**src/rtl/des_pkg.sv**
```systemverilog
// Shared DES tables and helpers for the round function f(R,K) = P(S(E(R) ^ K)).
// Bit vectors use ascending ranges: index 0 is DES bit 1 (the MSB).
package des_pkg;

  localparam int DES_HALF_W = 32;
  localparam int DES_KEY_W  = 48;

  // Expansion and permutation tables hold 1-based DES bit positions.
  localparam int DES_E [48] = '{
    32,  1,  2,  3,  4,  5,  4,  5,  6,  7,  8,  9,
     8,  9, 10, 11, 12, 13, 12, 13, 14, 15, 16, 17,
    16, 17, 18, 19, 20, 21, 20, 21, 22, 23, 24, 25,
    24, 25, 26, 27, 28, 29, 28, 29, 30, 31, 32,  1
  };

  localparam int DES_P [32] = '{
    16,  7, 20, 21, 29, 12, 28, 17,  1, 15, 23, 26,  5, 18, 31, 10,
     2,  8, 24, 14, 32, 27,  3,  9, 19, 13, 30,  6, 22, 11,  4, 25
  };

  // Each box is addressed by row*16 + col.
  localparam int DES_SBOX [8][64] = '{
    '{14,  4, 13,  1,  2, 15, 11,  8,  3, 10,  6, 12,  5,  9,  0,  7,
       0, 15,  7,  4, 14,  2, 13,  1, 10,  6, 12, 11,  9,  5,  3,  8,
       4,  1, 14,  8, 13,  6,  2, 11, 15, 12,  9,  7,  3, 10,  5,  0,
      15, 12,  8,  2,  4,  9,  1,  7,  5, 11,  3, 14, 10,  0,  6, 13},
    '{15,  1,  8, 14,  6, 11,  3,  4,  9,  7,  2, 13, 12,  0,  5, 10,
       3, 13,  4,  7, 15,  2,  8, 14, 12,  0,  1, 10,  6,  9, 11,  5,
       0, 14,  7, 11, 10,  4, 13,  1,  5,  8, 12,  6,  9,  3,  2, 15,
      13,  8, 10,  1,  3, 15,  4,  2, 11,  6,  7, 12,  0,  5, 14,  9},
    '{10,  0,  9, 14,  6,  3, 15,  5,  1, 13, 12,  7, 11,  4,  2,  8,
      13,  7,  0,  9,  3,  4,  6, 10,  2,  8,  5, 14, 12, 11, 15,  1,
      13,  6,  4,  9,  8, 15,  3,  0, 11,  1,  2, 12,  5, 10, 14,  7,
       1, 10, 13,  0,  6,  9,  8,  7,  4, 15, 14,  3, 11,  5,  2, 12},
    '{ 7, 13, 14,  3,  0,  6,  9, 10,  1,  2,  8,  5, 11, 12,  4, 15,
      13,  8, 11,  5,  6, 15,  0,  3,  4,  7,  2, 12,  1, 10, 14,  9,
      10,  6,  9,  0, 12, 11,  7, 13, 15,  1,  3, 14,  5,  2,  8,  4,
       3, 15,  0,  6, 10,  1, 13,  8,  9,  4,  5, 11, 12,  7,  2, 14},
    '{ 2, 12,  4,  1,  7, 10, 11,  6,  8,  5,  3, 15, 13,  0, 14,  9,
      14, 11,  2, 12,  4,  7, 13,  1,  5,  0, 15, 10,  3,  9,  8,  6,
       4,  2,  1, 11, 10, 13,  7,  8, 15,  9, 12,  5,  6,  3,  0, 14,
      11,  8, 12,  7,  1, 14,  2, 13,  6, 15,  0,  9, 10,  4,  5,  3},
    '{12,  1, 10, 15,  9,  2,  6,  8,  0, 13,  3,  4, 14,  7,  5, 11,
      10, 15,  4,  2,  7, 12,  9,  5,  6,  1, 13, 14,  0, 11,  3,  8,
       9, 14, 15,  5,  2,  8, 12,  3,  7,  0,  4, 10,  1, 13, 11,  6,
       4,  3,  2, 12,  9,  5, 15, 10, 11, 14,  1,  7,  6,  0,  8, 13},
    '{ 4, 11,  2, 14, 15,  0,  8, 13,  3, 12,  9,  7,  5, 10,  6,  1,
      13,  0, 11,  7,  4,  9,  1, 10, 14,  3,  5, 12,  2, 15,  8,  6,
       1,  4, 11, 13, 12,  3,  7, 14, 10, 15,  6,  8,  0,  5,  9,  2,
       6, 11, 13,  8,  1,  4, 10,  7,  9,  5,  0, 15, 14,  2,  3, 12},
    '{13,  2,  8,  4,  6, 15, 11,  1, 10,  9,  3, 14,  5,  0, 12,  7,
       1, 15, 13,  8, 10,  3,  7,  4, 12,  5,  6, 11,  0, 14,  9,  2,
       7, 11,  4,  1,  9, 12, 14,  2,  0,  6, 10, 13, 15,  3,  5,  8,
       2,  1, 14,  7,  4, 10,  8, 13, 15, 12,  9,  0,  3,  5,  6, 11}
  };

  function automatic logic [0:DES_KEY_W-1] des_e(input logic [0:DES_HALF_W-1] r);
    logic [0:DES_KEY_W-1] e;
    for (int i = 0; i < DES_KEY_W; i++) e[i] = r[DES_E[i]-1];
    return e;
  endfunction

  function automatic logic [0:DES_HALF_W-1] des_p(input logic [0:DES_HALF_W-1] s);
    logic [0:DES_HALF_W-1] p;
    for (int i = 0; i < DES_HALF_W; i++) p[i] = s[DES_P[i]-1];
    return p;
  endfunction

endpackage

```
**src/rtl/des_sbox.sv**
```systemverilog
// One combinational 6->4 DES S-box; IDX selects S1..S8 (0..7).
module des_sbox
  import des_pkg::*;
#(
  parameter int IDX = 0
) (
  input  logic [0:5] in_b,
  output logic [0:3] out_s
);

  logic [5:0] addr;

  generate
    if (IDX < 0 || IDX > 7) begin : g_bad_idx
      $error("des_sbox: IDX must be 0..7");
    end
  endgenerate

  // Outer bits pick the row, inner four bits pick the column.
  assign addr  = {in_b[0], in_b[5], in_b[1:4]};
  assign out_s = 4'(DES_SBOX[IDX][addr]);

endmodule

```
**src/rtl/des_f_pipe.sv**
```systemverilog
// Pipelined DES round function f(R,K) with valid/ready flow control and a tag sideband.
// Define DES_F_SKID_EN to add a 2-entry output skid buffer that makes in_ready a register.
module des_f_pipe
  import des_pkg::*;
#(
  parameter int PIPE_STAGES = 3,
  parameter int TAG_W       = 4
) (
  input  logic                  clk,
  input  logic                  rst,
  input  logic                  in_valid,
  output logic                  in_ready,
  input  logic [0:DES_HALF_W-1] in_r,
  input  logic [0:DES_KEY_W-1]  in_k,
  input  logic [TAG_W-1:0]      in_tag,
  output logic                  out_valid,
  input  logic                  out_ready,
  output logic [0:DES_HALF_W-1] out_f,
  output logic [TAG_W-1:0]      out_tag
);

  generate
    if (PIPE_STAGES < 1 || PIPE_STAGES > 3) begin : g_bad_stages
      $error("des_f_pipe: PIPE_STAGES must be 1..3");
    end
  endgenerate

  logic                   adv;
  logic                   accept;
  logic [PIPE_STAGES-1:0] valid_q, valid_d;
  logic [TAG_W-1:0]       tag_q [PIPE_STAGES];
  logic [TAG_W-1:0]       tag_d [PIPE_STAGES];
  logic [0:DES_KEY_W-1]   mix;
  logic [0:DES_KEY_W-1]   sbox_in;
  logic [0:DES_HALF_W-1]  sbox_out;
  logic [0:DES_HALF_W-1]  f_q, f_d;
  logic                   fin_valid;
  logic [TAG_W-1:0]       fin_tag;

  // in_ready always equals adv, so an accepted beat implies the pipeline shifts.
  assign accept    = in_valid & in_ready;
  assign mix       = des_e(in_r) ^ in_k;
  assign fin_valid = valid_q[PIPE_STAGES-1];
  assign fin_tag   = tag_q[PIPE_STAGES-1];

  always_comb begin
    valid_d = valid_q;
    tag_d   = tag_q;
    if (adv) begin
      valid_d[0] = accept;
      if (accept) tag_d[0] = in_tag;
      for (int i = 1; i < PIPE_STAGES; i++) begin
        valid_d[i] = valid_q[i-1];
        if (valid_q[i-1]) tag_d[i] = tag_q[i-1];
      end
    end
  end

  always_ff @(posedge clk) begin
    if (rst) begin
      valid_q <= '0;
      for (int i = 0; i < PIPE_STAGES; i++) tag_q[i] <= '0;
      f_q <= '0;
    end else begin
      valid_q <= valid_d;
      tag_q   <= tag_d;
      f_q     <= f_d;
    end
  end

  for (genvar gi = 0; gi < 8; gi++) begin : g_sbox
    des_sbox #(.IDX(gi)) u_sbox (
      .in_b  (sbox_in[gi*6 +: 6]),
      .out_s (sbox_out[gi*4 +: 4])
    );
  end

  generate
    if (PIPE_STAGES == 1) begin : g_s1
      assign sbox_in = mix;
      always_comb begin
        f_d = f_q;
        if (accept) f_d = des_p(sbox_out);
      end
    end else begin : g_s23
      logic [0:DES_KEY_W-1] mix_q, mix_d;

      always_comb begin
        mix_d = mix_q;
        if (accept) mix_d = mix;
      end

      always_ff @(posedge clk) begin
        if (rst) mix_q <= '0;
        else     mix_q <= mix_d;
      end

      assign sbox_in = mix_q;

      if (PIPE_STAGES == 2) begin : g_s2
        always_comb begin
          f_d = f_q;
          if (adv && valid_q[0]) f_d = des_p(sbox_out);
        end
      end else begin : g_s3
        logic [0:DES_HALF_W-1] sub_q, sub_d;

        always_comb begin
          sub_d = sub_q;
          if (adv && valid_q[0]) sub_d = sbox_out;
        end

        always_ff @(posedge clk) begin
          if (rst) sub_q <= '0;
          else     sub_q <= sub_d;
        end

        always_comb begin
          f_d = f_q;
          if (adv && valid_q[1]) f_d = des_p(sub_q);
        end
      end
    end
  endgenerate

`ifdef DES_F_SKID_EN
  logic [1:0]            cnt_q, cnt_d;
  logic [1:0]            cnt_keep;
  logic                  in_ready_q, in_ready_d;
  logic [0:DES_HALF_W-1] skid_f_q [2];
  logic [0:DES_HALF_W-1] skid_f_d [2];
  logic [TAG_W-1:0]      skid_tag_q [2];
  logic [TAG_W-1:0]      skid_tag_d [2];
  logic                  push, pop;

  // The pipeline only moves while the skid can take whatever leaves the last stage.
  assign adv       = in_ready_q;
  assign in_ready  = in_ready_q;
  assign push      = adv & fin_valid;
  assign pop       = out_valid & out_ready;
  assign out_valid = (cnt_q != 2'd0);
  assign out_f     = skid_f_q[0];
  assign out_tag   = skid_tag_q[0];

  always_comb begin
    skid_f_d   = skid_f_q;
    skid_tag_d = skid_tag_q;
    cnt_keep   = cnt_q - {1'b0, pop};
    if (pop) begin
      skid_f_d[0]   = skid_f_q[1];
      skid_tag_d[0] = skid_tag_q[1];
    end
    if (push) begin
      skid_f_d[cnt_keep[0]]   = f_q;
      skid_tag_d[cnt_keep[0]] = fin_tag;
    end
    cnt_d      = cnt_keep + {1'b0, push};
    in_ready_d = (cnt_d != 2'd2);
  end

  always_ff @(posedge clk) begin
    if (rst) begin
      cnt_q      <= 2'd0;
      in_ready_q <= 1'b1;
      for (int i = 0; i < 2; i++) begin
        skid_f_q[i]   <= '0;
        skid_tag_q[i] <= '0;
      end
    end else begin
      cnt_q      <= cnt_d;
      in_ready_q <= in_ready_d;
      skid_f_q   <= skid_f_d;
      skid_tag_q <= skid_tag_d;
    end
  end
`else
  assign adv       = !fin_valid | out_ready;
  assign in_ready  = adv;
  assign out_valid = fin_valid;
  assign out_f     = f_q;
  assign out_tag   = fin_tag;
`endif

endmodule

```
**config.mk**
```make
export PLATFORM = sky130hd
export DESIGN_NAME = des_f_pipe
export DESIGN_NICKNAME = d
export VERILOG_FILES = /design/src/rtl/des_pkg.sv /design/src/rtl/des_sbox.sv /design/src/rtl/des_f_pipe.sv
export SDC_FILE = /design/constraint.sdc
export NUM_CORES = 1
export LEC_CHECK = 0
export ABC_AREA = 0
export CAP_MARGIN = 10
export CORE_MARGIN = 2
export CORE_UTILIZATION = 35
export DETAILED_ROUTE_END_ITERATION = 10
export PLACE_DENSITY_LB_ADDON = 0.2
export REMOVE_ABC_BUFFERS = 1
export SYNTH_ARGS = -nofsm -noshare
export SYNTH_HDL_FRONTEND = slang
export SYNTH_SLANG_ARGS = --single-unit
```
**constraint.sdc**
```tcl
create_clock -name clk -period 4.9 [get_ports clk]
set_clock_uncertainty 0.05 [all_clocks]
set_input_delay 0.98 -clock clk [delete_from_list [all_inputs] [get_ports clk]]
set_output_delay 0.98 -clock clk [all_outputs]
set_load 0.05 [all_outputs]
```
==> flow_summary.rst, run 1 <==
.. list-table::
   :header-rows: 1

   * - Metric
     - Value
   * - Arithmetic-cell share of the synthesized area counting full adders, half adders and majority gates
     - 0.0842
   * - Sequential element share of the synthesized area
     - 0.272
   * - Clock tree buffer depth
     - 2
   * - Remaining global-route overflow
     - 0
   * - Result of the run
     - finished with violations
   * - Setup-failing EPs final
     - 0
   * - Most common library cell in the layout ignoring fill and taps
     - sky130_fd_sc_hd__nand2_1
   * - Antenna Nets Post-Route
     - 0
   * - Crit path cell chain
     - clkdlybuf4s50_1 -> nor2b_1 -> inv_1 -> clkdlybuf4s50_1
   * - # Max-Cap Violations
     - 0
   * - Normalized max-slew margin
     - 0.322
   * - Die area
     - 0.0281 sq mm
   * - Chip Width
     - 168 um
   * - Clock-pin slew reported for the worst setup and hold paths after clock tree synthesis
     - 0.06 ns
   * - Biggest cell delay along the critical path
     - 0.84 ns
   * - Routability congestion estimate from global placement
     - 0.883
   * - Number of cells produced by synthesis
     - 1208
   * - Post-Place Worst Slack
     - 1.36 ns
   * - Cell Count, Final, Fillers Out
     - 1591
   * - Setup tns final
     - 0 ns
   * - Share of layout cells above drive strength 1
     - 0.0525
   * - Class of the worst hold path
     - register to register
   * - TritonCTS Sinks
     - 127
   * - Endpoint class of the critical path
     - output port
   * - Largest net degree at the start of global routing
     - 73
   * - Final Total Pwr
     - 3.40 mW
   * - Buf/Inv on CP
     - 3
   * - Number of slew-limit violations in the final report
     - 0
   * - Worst-path maximum fanout
     - 7
   * - Library cell contributing the largest single delay on the critical path
     - sky130_fd_sc_hd__clkdlybuf4s50_1
   * - DP Wirelength
     - 16.9 mm
   * - Clock network latency to the later pin of the worst-skew pair
     - 0.43 ns
   * - Final worst setup slack
     - 1.37 ns
   * - Register-to-Register Setup Slack
     - 2.02 ns
   * - Failing checks
     - DRC
   * - Post-synthesis compound-gate area fraction
     - 0.250
   * - Number of search-and-repair iterations in the first detailed-routing pass
     - 8
   * - Top FF cell, synth
     - sky130_fd_sc_hd__dfxtp_1
   * - Number of placement rows
     - 59
   * - Number of buffers inserted by hold repair at cts
     - 0
   * - Static leakage power
     - 4.05 nW
   * - Via count of the first global-routing pass
     - 7760
   * - Inserted Clock Buffers
     - 17
   * - Xor/xnor share of the synthesized area
     - 0.0646
   * - Initial antenna violation count
     - 0
   * - Final-stage net count
     - 1394
   * - Unrepaired setup endpoints after global routing
     - false
   * - Multiplexer share of the synthesized area
     - 0.0654
   * - Upper clock frequency limit
     - 0.283 GHz
   * - Dominant combinational cell family by area after synthesis
     - compound AO/OA/AOI/OAI gates
   * - Number of violations reported at the end of detailed-routing iteration 0
     - 571
   * - Synthesized cell area
     - 0.00936 sq mm
   * - Effective utilization at floorplan
     - 0.358
   * - Critical path start-end classification
     - input port to output port
   * - Overall die height
     - 168 um
   * - Post-detailed-route via-to-cell ratio
     - 5.40
   * - Root cell of the clock tree
     - sky130_fd_sc_hd__clkbuf_16
   * - Filler instances
     - 2682
   * - CTS tree
     - yes
   * - Smallest hold slack
     - 0.395 ns
   * - GRT Util Overall
     - 0.177
   * - Most area-hungry cell type in the Yosys netlist
     - sky130_fd_sc_hd__dfxtp_1
   * - Count of endpoints failing hold in the final timing report
     - 0
   * - CORE AREA
     - 0.0261 sq mm
   * - Top Ports
     - 126
   * - EDFF count, synth
     - 0
   * - Dominant cells by area after synthesis
     - sky130_fd_sc_hd__dfxtp_1 27%, sky130_fd_sc_hd__ha_1 8.4%, sky130_fd_sc_hd__nand2_1 6.0%
   * - Transition time at the pin with the least slew margin
     - 1.02 ns
   * - # resized after CTS
     - 0
   * - N_diodes
     - 0
   * - Worst setup SP type
     - input port
   * - Cell count after placement
     - 1559
   * - Most frequent cells in the layout
     - 148 x sky130_fd_sc_hd__nand2_1, 127 x sky130_fd_sc_hd__dfxtp_1, 124 x sky130_fd_sc_hd__clkdlybuf4s50_1
   * - Post-CTS setup-driven buffer insertion count
     - 0
   * - Mean Syn Cell Area
     - 7.75 sq um
   * - Count of vias placed by the detailed router
     - 8592
   * - Share of async-settable or async-resettable flops after synthesis
     - 0
   * - Cell mode on critical path
     - sky130_fd_sc_hd__clkdlybuf4s50_1
   * - Worst path required time
     - 3.87 ns
   * - Wirelength, routed
     - 25.0 mm
   * - Yosys Warn Count
     - 0
   * - Worst Path Arrival
     - 2.50 ns
   * - Pwr Density
     - 303 mW/mm^2
   * - Final period utilization
     - 0.721
   * - Synthesis-to-layout area growth
     - 19.7%
   * - Post-synthesis share of cell area spent on and, or, nand and nor gates
     - 0.193
   * - H-tree lvl count
     - 4
   * - Number of DRC violations after detailed routing
     - 9
   * - Quantity of I/O buffers inserted on ports
     - 125
   * - Drt wl/cell
     - 15.7 um
   * - Number of synthesized register bits
     - 127
   * - Final period demand of the worst path
     - 3.53 ns
   * - Wire length of the first global-routing pass
     - 40.5 mm
   * - Max rail drop VDD
     - 0.000168 V
   * - Cell type group with the largest total delay on the critical path
     - buffers and inverters
   * - Cell variety after synth
     - 70
   * - Portion of synthesized cell area occupied by the leading cell type
     - 0.272
==> layout make-up <==
cell class	count	area, sq um	share of cell area
Inverter	42	158	0.0141
Tap cell	335	419	0.0374
Clock inverter	10	150	0.0134
Clock buffer	22	474	0.0423
Sequential cell	127	2540	0.227
Timing Repair Buffer	132	1300	0.116
Multi-Input combinational cell	923	6160	0.550
==> worst register-to-register path, delay by kind of cell (launching register included) <==
kind            cells  cell delay, ns
compound gates      3            0.73
flops               1            0.67
fa+ha+maj           1            0.54
mux                 1            0.51
buf+inv             1            0.33
==> power breakdown <==
group / total, mW / switching (mW) / internal (mW)
logic: 0.776 / 0.397 / 0.379
clock network: 1.36 / 0.510 / 0.850
registers: 1.26 / 0.164 / 1.10
total: 3.40 / 1.07 / 2.33
==> routing by layer <==
metal  global-route usage  wire (um)
met3               0.0340       1050
met2                0.288      11600
met5                    0          0
met4               0.0658        619
met1                0.233      11800
==> cell usage after synthesis (20+ instances only) <==
master,n
sky130_fd_sc_hd__nand2_1,149
sky130_fd_sc_hd__dfxtp_1,127
sky130_fd_sc_hd__nor2_1,121
sky130_fd_sc_hd__a21oi_1,102
sky130_fd_sc_hd__clkbuf_1,69
sky130_fd_sc_hd__a211oi_1,68
sky130_fd_sc_hd__ha_1,63
sky130_fd_sc_hd__o21ai_0,46
sky130_fd_sc_hd__inv_1,40
sky130_fd_sc_hd__xor2_1,36
sky130_fd_sc_hd__xnor2_1,33
sky130_fd_sc_hd__o211ai_1,25
sky130_fd_sc_hd__mux2i_1,24
sky130_fd_sc_hd__buf_2,23
sky130_fd_sc_hd__nor2b_1,22
sky130_fd_sc_hd__nor3_1,21
sky130_fd_sc_hd__nand2b_1,20
==> state kept, by name, summed over array words and instances, names as in the netlist <==
signal            count
out_f                32
g_s23.g_s3.sub_q     32
valid_q               3
out_tag               4
tag_q                 8
g_s23.mix_q          48
==> per-stage QoR <==
stage / area, sq um / util
finish: 11200 / 0.429
global route: 11200 / 0.429
CTS: 11200 / 0.429
detailed placement: 10600 / 0.405
global placement: 10600 / 0.405
floorplan: 8850 / -
==> path summary, 6_finish.rpt <==
| kind | startpoint | end | cells past startpoint |
|---|---|---|---|
| max | out_ready | in_ready | 4 |
| min | g_s23.g_s3.sub_q[0]$_SDFFE_PP0P_ | out_f[8]$_SDFFE_PP0P_ | 2 |
| max reg2reg | g_s23.mix_q[46]$_SDFFE_PP0P_ | g_s23.g_s3.sub_q[31]$_SDFFE_PP0P_ | 6 |
| min reg2reg | g_s23.g_s3.sub_q[0]$_SDFFE_PP0P_ | out_f[8]$_SDFFE_PP0P_ | 2 |
==> logic make-up (layout without fill, tap and decap cells) <==
group	Yosys count	count (layout)
xor+xnor	69	69
buf+inv	158	206
fa+ha+maj	63	63
flops	127	127
mux	43	43
simple gates	401	401
compound gates	347	347
Note: power is estimated with default switching activity, not from simulation.
==> inputs of run 2 (changes only) <==
==> constraint.sdc (replaced) <==
create_clock -name clk -period 3.65 [get_ports clk]
set_clock_uncertainty 0.05 [all_clocks]
set_input_delay 0.73 -clock clk [delete_from_list [all_inputs] [get_ports clk]]
set_output_delay 0.73 -clock clk [all_outputs]
set_load 0.05 [all_outputs]
==> run 2 against run 1 <==
  * The flow still finishes with violations (DRC)
  * First-iteration DRC count shrank 0.18%
  * Die area is the same
  * Non-clock buffer count grew 3
  * Largest power group unchanged
==> flow_summary.rst, run 2 (synthesized netlist as in run 1, its figures left out) <==
.. list-table::
   :header-rows: 1

   * - Metric
     - Value
   * - Setup tns final
     - 0 ns
   * - Clock tree buffer depth
     - 2
   * - Normalized max-slew margin
     - 0.319
   * - Antenna Nets Post-Route
     - 0
   * - Unrepaired setup endpoints after global routing
     - false
   * - Top Ports
     - 126
   * - Number of slew-limit violations in the final report
     - 0
   * - Remaining global-route overflow
     - 0
   * - Count of vias placed by the detailed router
     - 8580
   * - # Max-Cap Violations
     - 0
   * - Root cell of the clock tree
     - sky130_fd_sc_hd__clkbuf_16
   * - Most frequent cells in the layout
     - 148 x sky130_fd_sc_hd__nand2_1, 127 x sky130_fd_sc_hd__dfxtp_1, 124 x sky130_fd_sc_hd__clkdlybuf4s50_1
   * - Initial antenna violation count
     - 0
   * - N_diodes
     - 0
   * - Clock network latency to the later pin of the worst-skew pair
     - 0.42 ns
   * - Worst-path maximum fanout
     - 7
   * - Worst setup SP type
     - input port
   * - Sequential cell area
     - 0.00254 sq mm
   * - Biggest cell delay along the critical path
     - 0.84 ns
   * - Chip Width
     - 168 um
   * - Number of violations reported at the end of detailed-routing iteration 0
     - 570
   * - Drt wl/cell
     - 16.1 um
   * - Final Cell Area
     - 0.0113 sq mm
   * - Cell type group with the largest total delay on the critical path
     - buffers and inverters
   * - Via count of the first global-routing pass
     - 8100
   * - Failing checks
     - DRC
   * - Final period demand of the worst path
     - 3.03 ns
   * - Number of placement rows
     - 59
   * - Clock-pin slew reported for the worst setup and hold paths after clock tree synthesis
     - 0.06 ns
   * - Wirelength, routed
     - 25.6 mm
   * - H-tree lvl count
     - 4
   * - Worst path required time
     - 2.87 ns
   * - DP Wirelength
     - 17.3 mm
   * - Critical path start-end classification
     - input port to output port
   * - Result of the run
     - finished with violations
   * - Setup-failing EPs final
     - 0
   * - Register-to-Register Setup Slack
     - 0.77 ns
   * - Effective utilization at floorplan
     - 0.358
   * - Share of layout cells above drive strength 1
     - 0.0556
   * - CORE AREA
     - 0.0261 sq mm
   * - Count of endpoints failing hold in the final timing report
     - 0
   * - Max rail drop VDD
     - 0.000186 V
   * - Crit path cell chain
     - clkdlybuf4s50_1 -> nor2b_1 -> inv_1 -> clkdlybuf4s50_1
   * - TritonCTS Sinks
     - 127
   * - Area after DPL
     - 0.0106 sq mm
   * - GRT Util Overall
     - 0.185
   * - Die area
     - 0.0281 sq mm
   * - Inserted Clock Buffers
     - 17
   * - Endpoint class of the critical path
     - output port
   * - Wire length of the first global-routing pass
     - 42.4 mm
   * - Flip-flop count of the largest register, all copies and words added
     - 48
   * - Cell mode on critical path
     - sky130_fd_sc_hd__clkdlybuf4s50_1
   * - Worst Path Arrival
     - 2.25 ns
   * - Largest net degree at the start of global routing
     - 90
   * - Quantity of I/O buffers inserted on ports
     - 125
   * - Static leakage power
     - 4.08 nW
   * - Final period utilization
     - 0.831
   * - Overall die height
     - 168 um
   * - CTS tree
     - yes
   * - # resized after CTS
     - 0
   * - Number of search-and-repair iterations in the first detailed-routing pass
     - 8
   * - Class of the worst hold path
     - register to register
   * - Area occupied by multi-input gates
     - 0.00616 sq mm
   * - Post-CTS setup-driven buffer insertion count
     - 0
   * - Transition time at the pin with the least slew margin
     - 1.02 ns
   * - Upper clock frequency limit
     - 0.330 GHz
   * - Synthesis-to-layout area growth
     - 20.5%
   * - Library cell contributing the largest single delay on the critical path
     - sky130_fd_sc_hd__clkdlybuf4s50_1
   * - Routability congestion estimate from global placement
     - 0.877
   * - Final Total Pwr
     - 4.66 mW
   * - Number of buffers inserted by hold repair at cts
     - 0
   * - Most common library cell in the layout ignoring fill and taps
     - sky130_fd_sc_hd__nand2_1
   * - Filler instances
     - 2690
   * - Post-detailed-route via-to-cell ratio
     - 5.39
   * - Number of DRC violations after detailed routing
     - 9
   * - Final-stage net count
     - 1397
   * - Buf/Inv on CP
     - 3
   * - Pwr Density
     - 413 mW/mm^2
   * - Register bank with the most flops
     - g_s23.mix_q
[run 2: final cells by class]
| cell class | count | area share |
|---|---|---|
| clock buffers | 18 | 0.0390 |
| clock inverters | 13 | 0.0186 |
| inverters | 42 | 0.0140 |
| multi-input cells | 923 | 0.546 |
| flip-flops and latches | 127 | 0.226 |
| well taps | 335 | 0.0372 |
| repair buffers | 135 | 0.120 |
[run 2: power breakdown]
part / internal (mW) / switching (mW) / leakage (nW) / total, mW
logic: 0.515 / 0.546 / 2.73 / 1.06
registers: 1.47 / 0.216 / 1.04 / 1.69
clock network: 1.23 / 0.679 / 0.313 / 1.91
total: 3.22 / 1.44 / 4.08 / 4.66
[run 2: per-layer routing]
metal  GRT usage  up-vias  routed length (um)
met4      0.0650        0                 582
met2       0.297      169               11900
li1            -     4381                   -
met3      0.0350       26                1160
met1       0.249     4004               12000
met5           0        -                   0
[run 2: worst register-to-register path, stage by stage, from the launching register on]
cell and delay [ns]:
sky130_fd_sc_hd__dfxtp_1 0.65, sky130_fd_sc_hd__inv_1 0.30, sky130_fd_sc_hd__ha_1 0.49, sky130_fd_sc_hd__nor2_1 0.27
sky130_fd_sc_hd__nor3_1 0.11, sky130_fd_sc_hd__a21o_1 0.21, sky130_fd_sc_hd__mux4_2 0.47, sky130_fd_sc_hd__a211oi_1 0.24
[run 2: final timing paths]
kind	end	cells past startpoint	startpoint
max	in_ready	4	out_ready
min	out_f[22]$_SDFFE_PP0P_	2	g_s23.g_s3.sub_q[2]$_SDFFE_PP0P_
max reg2reg	g_s23.g_s3.sub_q[21]$_SDFFE_PP0P_	7	g_s23.mix_q[34]$_SDFFE_PP0P_
min reg2reg	out_f[22]$_SDFFE_PP0P_	2	g_s23.g_s3.sub_q[2]$_SDFFE_PP0P_
[run 2: per-stage QoR]
step / instances / util / hold slack, ns / setup slack (ns)
floorplan: 1092 / - / 0.371 / 0.818
global placement: 1562 / 0.407 / 0.388 / 0.613
detailed placement: 1562 / 0.407 / 0.394 / 0.617
CTS: 1593 / 0.431 / 0.404 / 0.609
global route: 1593 / 0.431 / 0.420 / 0.529
finish: 1593 / 0.431 / 0.399 / 0.618
==> RTL edit 1 (flow settings as in run 2) <==
Take the reset off `f_q` and load it in a clocked block of its own.
--- a/src/rtl/des_f_pipe.sv
+++ b/src/rtl/des_f_pipe.sv
@@ -62,3 +62,2 @@
       for (int i = 0; i < PIPE_STAGES; i++) tag_q[i] <= '0;
-      f_q <= '0;
     end else begin
@@ -66,4 +65,7 @@
       tag_q   <= tag_d;
-      f_q     <= f_d;
     end
+  end
+
+  always_ff @(posedge clk) begin
+    f_q <= f_d;
   end
Check against the original RTL: not settled (the Yosys comparison gave no result); the edit may change what the design does.
==> RTL edit 1 against run 2 <==
  * The flow still finishes with violations (DRC)
  * Worst setup slack got worse by 0.10 ns
  * Combinational power rose by 4%
  * Area after synthesis fell by 0.43%
  * Global-route usage fell by 1.1 points
  * Total power fell by 1.4%
  * Non-clock buffer count rose by 6
  * Sequential power rose by 4%
  * Clock power fell by 9%
  * Largest power group is now sequential cells
  * Wire length fell by 6.1%
  * Sequential cell count did not move
  * Final area fell by 0.19%
==> RTL edit 1: results (changes against run 2) <==
- The depth of the worst hold-timing path is 0 (-2).
- Number of DRC markers in iteration 0: 392 (-31%)
- The wire length per cell was 16.1 um (about the same).
- The DRC violations left was 2 (-7).
- Post-layout worst setup margin: 0.515 ns (-0.103 ns)
- Clock group total power: 0.00173 W (-9%)
* Layout cells sized above 1: 0.0654 (+0.00976)
- The routed via count was 8082 (-5.8%).
- Met2 GRT Util: 0.283 (-0.0146)
- Pin count of the biggest net entering global routing: 54 (-40%)
- The number of inserted filler cells in the final layout was 2636 (-2.0%).
- Post-Place Cell Area: 10700 sq um (+0.26%)
- Worst hold margin: 0.379 ns (-0.0202 ns)
- The path with the worst hold slack has its endpoint at out_f[22]$_DFFE_PP_.
- Placed Cells incl. Taps: 1465 (-6.2%)
- Result of the run: finished with violations
* Failing checks: DRC
* Sequential share of power: 0.383 (+0.020)
* Maximum ir drop on the vdd rail: 0.212 mV (+14%)
* Slew at the pin closest to its max-slew limit: 1.02 ns (-0.00175 ns)
* Overall fraction of global-route tracks in use: 0.174 (-0.0113)
- First-pass GRT wire length: 39700 um (-6.5%)
- Most frequent cells after synthesis: sky130_fd_sc_hd__nor2_1 (119), sky130_fd_sc_hd__dfxtp_1 (95), sky130_fd_sc_hd__nand2_1 (73), sky130_fd_sc_hd__a211oi_1 (69), sky130_fd_sc_hd__a21oi_1 (66)
* Post-detail-place hpwl: 16600 um (-4.2%)
- The net count of the finished layout was 1300 (-6.9%).
RTL edit 1: cell types whose count changed in the layout (fill, tap and decap cells not counted), sizes merged, moves of 5 or more:
cell    before  now
dfxtp      127   95
a21oi      102   67
and2        13    7
a221oi       0    7
nand2b      20   14
nand3b       3    8
buf         11   17
and3         8    0
clkbuf      18   26
nand2      149   73
nor3        21   30
edfxtp       0   32
RTL edit 1: cell families after synthesis:
family	after synthesis	synth area share
DFF	127	0.307
and+or+nand+nor	319	0.161
xor gates and xnor gates	70	0.0658
buffers and inverters	148	0.0692
adders and majority gates	63	0.0846
muxes	42	0.0658
AOI/OAI and AO/OA	325	0.246
RTL edit 1: area by class of cell:
cell class | instances | area, sq um | area share
sequential | 127 | 2860 | 0.254
tap | 335 | 419 | 0.0373
clock buffer | 26 | 520 | 0.0463
clock inverter | 6 | 80.1 | 0.00712
inverter | 43 | 161 | 0.0143
multi-input combinational | 819 | 5810 | 0.517
timing repair buffer | 141 | 1390 | 0.124
==> RTL edit 2 (settings of run 2) <==
Made on the original files. Set the parameter `PIPE_STAGES` to 2 (it was 3).
--- a/src/rtl/des_f_pipe.sv
+++ b/src/rtl/des_f_pipe.sv
@@ -5,3 +5,3 @@
 #(
-  parameter int PIPE_STAGES = 3,
+  parameter int PIPE_STAGES = 2,
   parameter int TAG_W       = 4
Function: not settled (the Yosys comparison gave no result); the edit may change what the design does.
==> RTL edit 2 against run 2 <==
  * Area after synthesis shrank 12%
  * Total power shrank 26%
  * Final area is 13% lower
  * Wire length fell by 10%
  * Clock power decreased by 53%
  * Register-to-register slack better by 0.22 ns
  * Combinational power is 18% higher
  * Sequential cell count decreased by 37
  * Worst setup slack worse by 0.025 ns
==> RTL edit 2: results (changes against run 2) <==
- The run finished with clean final reports.
- The worst hold path terminates at tag_q[6]$_SDFFE_PP0P_.
* Cts bufs inserted: 9 (-8)
- Setup slack, reg-to-reg: 0.99 ns (+0.22 ns)
- The detailed-placement wirelength estimate is 16500 um (-4.8%).
- Worst hold start: tag_q[6]$_SDFFE_PP0P_
- Most frequent cells after synthesis: sky130_fd_sc_hd__nor2_1 (126), sky130_fd_sc_hd__dfxtp_1 (90), sky130_fd_sc_hd__a211oi_1 (76), sky130_fd_sc_hd__nand2_1 (67), sky130_fd_sc_hd__ha_1 (63)
- The clock share of power was 0.263 (-0.147).
* Placer congestion estimate: 0.832 (-5.2%)
- The DRC marker count from the first detailed-route iteration was 549 (-3.7%).
* Mux share of post-synthesis cell area: 0.0777 (+0.0123)
- First drt pass iteration count: 5 (-3)
- Largest stage delay on the critical path: 0.86 ns (+0.02 ns)
- The count of synthesis-stage warnings from yosys came to 0 (unchanged).
* Overall fraction of global-route tracks in use: 0.186 (+0.000633)
- Met2 GRT Util: 0.310 (+0.0129)
- The latest clock arrival within the worst-skew pair came to 0.35 ns (-0.07 ns).
- Cell variety after synth: 73 (+4.3%)
- The proportion of layout cells with a drive suffix above 1 was 0.0579 (+0.00222).
- Number of nets in the layout: 1252 (-10%)
- Post-synthesis share of cell area spent on xor and xnor gates: 0.0723 (+0.00767)
* Maximum count of clock buffers along a single path: 2 (unchanged)
- The number of inserted filler cells in the final layout was 2426 (-9.8%).
- The sequential element share of the synthesized area was 0.219 (-0.0531).
* Rel. slew slack: 0.295 (-0.0234)
- Dominant cells by area after synthesis: sky130_fd_sc_hd__dfxtp_1 (22%), sky130_fd_sc_hd__ha_1 (9.6%), sky130_fd_sc_hd__a211oi_1 (6.9%)
* Worst Path Arrival: 2.28 ns (+0.03 ns)
- The maximum net fanout on the critical path came to 8 (+1).
- The setup slack at placement was 0.583 ns (-0.0341 ns).
* Met3 track utilization from global routing: 0.0209 (-0.0141)
* Post-Place Cell Area: 9490 sq um (-11%)
* Met1 usage in global routing: 0.256 (+0.00687)
* Ratio of total power to cell area: 352 nW/um^2 (-15%)
* Pint: 0.00213 W (-34%)
- The number of H-tree levels was 3 (-1).
- First-pass GRT wire length: 36700 um (-14%)
- The post-detailed-route via-to-cell ratio was 5.35 (-0.69%).
- Pin count of the biggest net entering global routing: 49 (-46%)
- The worst supply voltage drop on vdd came to 0.188 mV (+1.5%).
- In the synthesized netlist the dominant register cell turns out to be sky130_fd_sc_hd__dfxtp_1.
- Part of the power in combinational logic: 0.363 (+0.135)
* Adder-cell area share of the yosys netlist: 0.0956 (+0.0114)
- The compound-cell area share of the yosys netlist was 0.279 (+0.0294).
- Crit Reg-Reg Endpoint: out_f[29]$_SDFFE_PP0P_
* Total wire length after detailed routing: 23100 um (-10%)
- The number of global-route vias before repair is 6833 (-16%).
## RTL edit 2: cell types whose count changed after synthesis, moves of 9 or more
cell,delta
sky130_fd_sc_hd__buf_2,+15
sky130_fd_sc_hd__clkbuf_1,-34
sky130_fd_sc_hd__a31oi_1,+9
sky130_fd_sc_hd__nand2_1,-82
sky130_fd_sc_hd__a21oi_1,-42
sky130_fd_sc_hd__xnor2_1,-9
sky130_fd_sc_hd__dfxtp_1,-37
sky130_fd_sc_hd__o21ai_0,+11
## RTL edit 2: critical path, delay by kind of cell
kind	cells	cell delay, ns
AND/OR/NAND/NOR	1	0.24
buffers and inverters	2	1.30
## RTL edit 2: per-layer routing
layer,vias up,part of all wire
met5,-,0
met4,0,0.011
met3,20,0.027
met2,135,0.48
met1,3568,0.48
li1,3899,-
## RTL edit 2: stage by stage
step,instances,utilization,hold WS [ns]
global route,1425,0.420,0.432
CTS,1425,0.420,0.412
floorplan,952,-,0.376
detailed placement,1409,0.408,0.402
finish,1425,0.420,0.409
global placement,1409,0.408,0.389
## RTL edit 2: layout make-up
class / count / area, sq um / area share
well taps: 319 / 399 / 0.0409
clock buffers: 10 / 239 / 0.0245
multi-input cells: 814 / 5750 / 0.589
clock inverters: 6 / 41.3 / 0.00423
flip-flops and latches: 90 / 1800 / 0.184
inverters: 48 / 180 / 0.0184
repair buffers: 138 / 1360 / 0.139
## RTL edit 2: worst max path at each step
stage,startpoint,to,slack (ns),depth (start not counted)
5_1_grt,out_ready,in_ready,0.51,3
4_1_cts,out_ready,in_ready,0.58,3
6_report,out_ready,in_ready,0.59,3
3_3_place_gp,out_ready,in_ready,0.60,3
2_1_floorplan,out_ready,g_s23.mix_q[10]$_SDFFE_PP0P_,0.73,4
3_5_place_dp,out_ready,in_ready,0.58,3
